**src/rtl/decode_stage.sv**
```systemverilog
// Beta pipeline decode stage: IR/PC hold, 32-entry register file, N-source operand bypass,
// load-use interlock, decode-time branch resolution and exception/NOP injection.
module decode_stage #(
  parameter int unsigned     XLEN     = 32,
  parameter int unsigned     NBYP     = 3,
  parameter logic [XLEN-1:0] RESET_PC = 32'h8000_0000,
  parameter logic [31:0]     NOP_INST = 32'h83FF_F800,
  parameter logic [31:0]     EXC_INST = 32'h77DF_0000
) (
  input  logic                 clk,
  input  logic                 rst,
  input  logic                 if_valid,
  input  logic [31:0]          if_inst,
  input  logic [XLEN-1:0]      if_pc4,
  output logic                 dec_stall,
  input  logic                 flush,
  input  logic                 exc_req,
  input  logic [5*NBYP-1:0]    byp_rc,
  input  logic [NBYP-1:0]      byp_we,
  input  logic [NBYP-1:0]      byp_rdy,
  input  logic [XLEN*NBYP-1:0] byp_data,
  input  logic                 wb_we,
  input  logic [4:0]           wb_addr,
  input  logic [XLEN-1:0]      wb_data,
  output logic                 br_taken,
  output logic [XLEN-1:0]      br_target,
  output logic                 ex_valid,
  output logic [31:0]          ex_inst,
  output logic [XLEN-1:0]      ex_pc,
  output logic [XLEN-1:0]      ex_a,
  output logic [XLEN-1:0]      ex_b,
  output logic [XLEN-1:0]      ex_st
);

  localparam logic [5:0] OpLd  = 6'b011000;
  localparam logic [5:0] OpSt  = 6'b011001;
  localparam logic [5:0] OpJmp = 6'b011011;
  localparam logic [5:0] OpBeq = 6'b011100;
  localparam logic [5:0] OpBne = 6'b011101;
  localparam logic [5:0] OpLdr = 6'b011111;

  // Decode state
  logic [31:0]     ir_q, ir_d;
  logic [XLEN-1:0] pc_q, pc_d;
  logic            valid_q, valid_d;

  // Execute pipeline register
  logic            ex_valid_q, ex_valid_d;
  logic [31:0]     ex_inst_q, ex_inst_d;
  logic [XLEN-1:0] ex_pc_q, ex_pc_d;
  logic [XLEN-1:0] ex_a_q, ex_a_d;
  logic [XLEN-1:0] ex_b_q, ex_b_d;
  logic [XLEN-1:0] ex_st_q, ex_st_d;

  logic [XLEN-1:0] rf_q [32];

  // Instruction fields
  logic [5:0]      op;
  logic [4:0]      rc, ra, rb, addr2;
  logic [XLEN-1:0] lit_sxt;

  logic is_ld, is_st, is_jmp, is_beq, is_bne, is_ldr, is_opc, is_op;
  logic use1, use2;

  logic [XLEN-1:0] rd1, rd2;
  logic            rdy1, rdy2;
  logic [XLEN:0]   port1, port2;
  logic [XLEN-1:0] branch_target;

  assign op      = ir_q[31:26];
  assign rc      = ir_q[25:21];
  assign ra      = ir_q[20:16];
  assign rb      = ir_q[15:11];
  assign lit_sxt = {{(XLEN-16){ir_q[15]}}, ir_q[15:0]};

  assign is_ld  = (op == OpLd);
  assign is_st  = (op == OpSt);
  assign is_jmp = (op == OpJmp);
  assign is_beq = (op == OpBeq);
  assign is_bne = (op == OpBne);
  assign is_ldr = (op == OpLdr);
  assign is_opc = (op[5:4] == 2'b11);
  // Undefined opcodes fall into OP so execute can raise the illegal-op trap.
  assign is_op  = !(is_ld || is_st || is_jmp || is_beq || is_bne || is_ldr || is_opc);

  assign use1  = !is_ldr;
  assign use2  = is_op || is_st;
  assign addr2 = is_st ? rc : rb;

  // Returns {ready, data}: youngest matching bypass, then WB write-through, then the array.
  function automatic logic [XLEN:0] read_port(input logic [4:0] addr);
    logic [XLEN-1:0] data;
    logic            rdy;
    logic            hit;
    data = (wb_we && (wb_addr == addr)) ? wb_data : rf_q[addr];
    rdy  = 1'b1;
    hit  = 1'b0;
    for (int unsigned i = 0; i < NBYP; i++) begin
      if (!hit && byp_we[i] && (byp_rc[5*i +: 5] == addr)) begin
        hit  = 1'b1;
        data = byp_data[XLEN*i +: XLEN];
        rdy  = byp_rdy[i];
      end
    end
    if (addr == 5'd31) begin
      data = '0;
      rdy  = 1'b1;
    end
    return {rdy, data};
  endfunction

  always_comb begin
    port1 = read_port(ra);
    port2 = read_port(addr2);
  end

  assign rd1  = port1[XLEN-1:0];
  assign rdy1 = port1[XLEN];
  assign rd2  = port2[XLEN-1:0];
  assign rdy2 = port2[XLEN];

  assign dec_stall     = valid_q && ((use1 && !rdy1) || (use2 && !rdy2));
  assign branch_target = pc_q + {lit_sxt[XLEN-3:0], 2'b00};

  always_comb begin
    br_taken  = 1'b0;
    br_target = branch_target;
    if (valid_q && !dec_stall && !flush) begin
      if (is_beq && (rd1 == '0)) begin
        br_taken = 1'b1;
      end else if (is_bne && (rd1 != '0)) begin
        br_taken = 1'b1;
      end else if (is_jmp) begin
        br_taken  = 1'b1;
        br_target = {rd1[XLEN-1:2], 2'b00};
      end
    end
  end

  always_comb begin
    ir_d       = ir_q;
    pc_d       = pc_q;
    valid_d    = valid_q;
    ex_valid_d = ex_valid_q;
    ex_inst_d  = ex_inst_q;
    ex_pc_d    = ex_pc_q;
    ex_a_d     = ex_a_q;
    ex_b_d     = ex_b_q;
    ex_st_d    = ex_st_q;
    if (flush) begin
      ir_d       = NOP_INST;
      valid_d    = 1'b0;
      ex_valid_d = 1'b0;
      ex_inst_d  = NOP_INST;
    end else if (exc_req) begin
      ex_inst_d  = EXC_INST;
      ex_valid_d = 1'b1;
      ex_pc_d    = pc_q;
      ir_d       = if_inst;
      pc_d       = if_pc4;
      valid_d    = if_valid;
    end else if (dec_stall) begin
      ex_inst_d  = NOP_INST;
      ex_valid_d = 1'b0;
    end else begin
      ex_valid_d = valid_q;
      ex_inst_d  = ir_q;
      ex_pc_d    = pc_q;
      ex_a_d     = is_ldr ? branch_target : rd1;
      ex_b_d     = (is_ld || is_st || is_opc) ? lit_sxt : rd2;
      ex_st_d    = rd2;
      pc_d       = if_pc4;
      // A taken branch annuls the successor fetched alongside it.
      if (br_taken) begin
        ir_d    = NOP_INST;
        valid_d = 1'b0;
      end else begin
        ir_d    = if_inst;
        valid_d = if_valid;
      end
    end
  end

  always_ff @(posedge clk or posedge rst) begin
    if (rst) begin
      ir_q       <= NOP_INST;
      pc_q       <= RESET_PC;
      valid_q    <= 1'b0;
      ex_valid_q <= 1'b0;
      ex_inst_q  <= NOP_INST;
      ex_pc_q    <= RESET_PC;
      ex_a_q     <= '0;
      ex_b_q     <= '0;
      ex_st_q    <= '0;
    end else begin
      ir_q       <= ir_d;
      pc_q       <= pc_d;
      valid_q    <= valid_d;
      ex_valid_q <= ex_valid_d;
      ex_inst_q  <= ex_inst_d;
      ex_pc_q    <= ex_pc_d;
      ex_a_q     <= ex_a_d;
      ex_b_q     <= ex_b_d;
      ex_st_q    <= ex_st_d;
    end
  end

  // Register file has no reset; R31 is never written and is forced to zero on read.
  always_ff @(posedge clk) begin
    if (wb_we && (wb_addr != 5'd31)) begin
      rf_q[wb_addr] <= wb_data;
    end
  end

  assign ex_valid = ex_valid_q;
  assign ex_inst  = ex_inst_q;
  assign ex_pc    = ex_pc_q;
  assign ex_a     = ex_a_q;
  assign ex_b     = ex_b_q;
  assign ex_st    = ex_st_q;

endmodule
```
**config.mk**
```make
export PLATFORM = sky130hd
export DESIGN_NAME = decode_stage
export DESIGN_NICKNAME = d
export VERILOG_FILES = /design/src/rtl/decode_stage.sv
export SDC_FILE = /design/constraint.sdc
export NUM_CORES = 2
export LEC_CHECK = 0
export CAP_MARGIN = 40
export CORE_MARGIN = 3
export CORE_UTILIZATION = 30
export DETAILED_ROUTE_END_ITERATION = 7
export PLACE_DENSITY_LB_ADDON = 0.3
export SLEW_MARGIN = 0
export SYNTH_ARGS = -nofsm -noshare
export SYNTH_HDL_FRONTEND = slang
export SYNTH_SLANG_ARGS = --single-unit
```
**constraint.sdc**
```tcl
create_clock -name clk -period 13.4 [get_ports clk]
set_input_delay 2.01 -clock clk [delete_from_list [all_inputs] [get_ports clk]]
set_output_delay 2.01 -clock clk [all_outputs]
set_load 0.02 [all_outputs]
```
==> impl_metrics.tcl <==
set metrics [dict create \
    outcome "finished, final reports clean" \
    dieHeight_um 459 \
    synth_mux_area_share_pct 16.9 \
    n_fill_cell 19400 \
    layout.cells.most_common "edfxtp_1" \
    final-seq-area_um2 36500 \
    use_met3_pct 5.48 \
    leakage_nw 25.7 \
    die_x_um 459 \
    vias 46200 \
    grt_most_used_layer "met2" \
    critPathLaunch "ir_q[18]" \
    viasPerCell 5.99 \
    grt_max_degree 103 \
    die_area_um2 211000 \
    post-place-ws_ns 4.39 \
    powerDensity_nw_per_um2 141 \
    postCtsResizedCells 0 \
    cts_tree "yes" \
    relSlewSlack_pct 32.3 \
    worst-r2r-setup-slack_ns 6.93 \
    cp-start-kind "flip-flop" \
    crit_type "reg2out" \
    power_mw 10.5 \
    grt_pass1_vias 44400 \
    maxCapViolations 0 \
    place_hpwl_um 176000 \
    start_util_pct 30.3 \
    synth_top_family_by_area "multiplexers" \
    postSynthCellCount 4491 \
    postPlaceCellArea_um2 69900 \
    met1_usage_pct 30.5 \
    final_nets 5170 \
    multi_input_area_um2 24000 \
    pin_count 419 \
    fmax_ghz 0.109 \
    fin_setup_tns_ns 0 \
    setup_violations 0 \
    cts.sinks 1250 \
    antenna_found_initial 37 \
    async_reset_ff_share_pct 18.1 \
    hold_viol 0 \
    end_kind "primary output" \
    min_to "ex_st[19]" \
    synth_seq_cells 1250 \
    cts_setup_buffers 0 \
    layout_common_cells "edfxtp_1, nand2_1, clkdlybuf4s50_1" \
    met2_usage_pct 38.4 \
    fin_skew_ns 0.0367 \
    drcViolationCount 0 \
    clk_latency_ns 0.80 \
    synthXorXnorAreaFrac_pct 0.768 \
    grt.total_usage_pct 24.3 \
    drt_first_pass_iters 8 \
    cts_buffers 136 \
    synth_edf_count 1024 \
    synth_ff_type "edfxtp_1" \
    synth-simple-area-share_pct 7.96 \
    worstPathArrival_ns 7.18 \
    synth_compound_area_share_pct 11.7 \
    path_max_fanout 32 \
    stdcell_area_um2 74200 \
    period_minus_slack_ns 9.19 \
    avgSynthCellArea_um2 13.7 \
    routedWlPerCell_um 34.2 \
    clockRootBuffer "clkbuf_16" \
    htreeDepth 4 \
    hold_slack_ns 0.480 \
    syn_area_um2 61600 \
    hold_depth 2 \
    peakVddDrop_mv 0.147 \
    fin_util_pct 36.5 \
    yosysSeqAreaShare_pct 59.2 \
    placed_cells 7448 \
    hold_buffers 0 \
    drt-total-wl_um 264000 \
    worstHoldStart "ex_st[19]" \
    overflow 0 \
    worstReg2RegEnd "ex_b[11]" \
    timing.rr.start "ir_q[26]" \
    r2r_cells 13 \
    hold_class "reg2reg" \
    slew_viol_final 0 \
    stdcell_count 7714 \
    grt_pass1_wl_um 361000 \
    synth_cell_types 93 \
    min_period_over_period_pct 68.6 \
    numPortBuffers 418 \
    core_um2 203000 \
    num_rows 165 \
    worst_slack_ns 4.21 \
    cts_buffer_depth 3 \
    drt_iter0_drc 6951 \
    synth_warnings 0 \
    place_congestion 0.965 \
    yosys.area_share.adder_pct 0.621 \
    crit_required_ns 11.39 \
    drive_gt1_share_pct 18.9 \
    area_delta_synth_final_pct 20.5 \
    worst_slew_pin_slew_ns 1.00 \
    ant_nets 0 \
    rsz0062_at_grt "false" \
    clkTransAtPathRegs_ns 0.06 \
]
cell families after synthesis:
logic type,count (synthesis)
adders and majority gates,30
AOI/OAI and AO/OA,1061
DFF,1250
buffers and inverters,380
and+or+nand+nor,1066
xor gates and xnor gates,54
muxes,649
other,1
report_power, final:
group	switching (mW)	internal, mW	total, mW
combinational	1.40	0.846	2.25
clock	1.62	2.09	3.71
sequential	0.138	4.37	4.51
total	3.16	7.31	10.5
worst max-delay path by stage:
stage                     slack, ns  cells past startpoint             to
after floorplan                5.26                      1        ex_a[0]
after global placement         4.34                     13       br_taken
after CTS                      4.32                     13       br_taken
after detailed placement       4.39                     14       br_taken
after global routing           4.17                     13  br_target[31]
final                          4.21                     13       br_taken
layer usage:
| metal | up-vias | part of all wire [%] |
|---|---|---|
| met5 | - | 0.047 |
| met2 | 2986 | 46 |
| met4 | 20 | 6.8 |
| met3 | 653 | 9.9 |
| li1 | 18800 | - |
| met1 | 23700 | 37 |
cell usage after synthesis, types with 34 or more instances:
| master | instances | area [um2] |
|---|---|---|
| edfxtp_1 | 1024 | 30700 |
| nand2_1 | 442 | 1660 |
| mux4_2 | 302 | 6800 |
| mux2i_1 | 220 | 2200 |
| nor2_1 | 216 | 811 |
| dfrtp_1 | 192 | 4800 |
| clkbuf_1 | 187 | 702 |
| o21ai_0 | 177 | 886 |
| o22ai_1 | 165 | 1030 |
| a21oi_1 | 148 | 741 |
| nand3_1 | 140 | 701 |
| buf_2 | 110 | 551 |
| mux2_2 | 98 | 1100 |
| a22oi_1 | 92 | 691 |
| a31oi_1 | 89 | 557 |
| nor3_1 | 69 | 345 |
| and3_1 | 64 | 400 |
| a211oi_1 | 52 | 390 |
| xnor2_1 | 42 | 368 |
| a21o_1 | 37 | 278 |
| buf_1 | 36 | 135 |
| dfstp_2 | 34 | 893 |
| o221ai_1 | 34 | 298 |
flip-flops by register name, summed over array words and instances (netlist names):
register / flops
rf_q: 1024
ex_a: 32
ex_b: 32
ex_inst: 32
ex_pc: 32
ex_st: 32
ir_q: 32
pc_q: 32
ex_valid: 1
valid_q: 1
cell type report:
cell class | instances | share of cell area [%]
Tap cell | 2672 | 4.50
Sequential cell | 1250 | 49.1
Timing Repair Buffer | 624 | 8.08
Clock inverter | 74 | 0.976
Clock buffer | 168 | 4.82
Antenna cell | 22 | 0.0742
Multi-Input combinational cell | 2892 | 32.4
Inverter | 12 | 0.0708
critical path, stage by stage, from the launching register on:
cell	delay [ns]
dfstp_2	1.05
nand3_1	0.82
buf_4	0.51
or2_2	0.51
o31ai_4	0.10
buf_4	0.40
o21ai_1	0.16
a22oi_1	0.64
nor3b_1	0.27
nand4_1	0.13
nor4_2	0.66
xnor2_1	0.14
o31ai_1	0.26
clkdlybuf4s50_1	0.72
(Power assumes the default switching activity.)
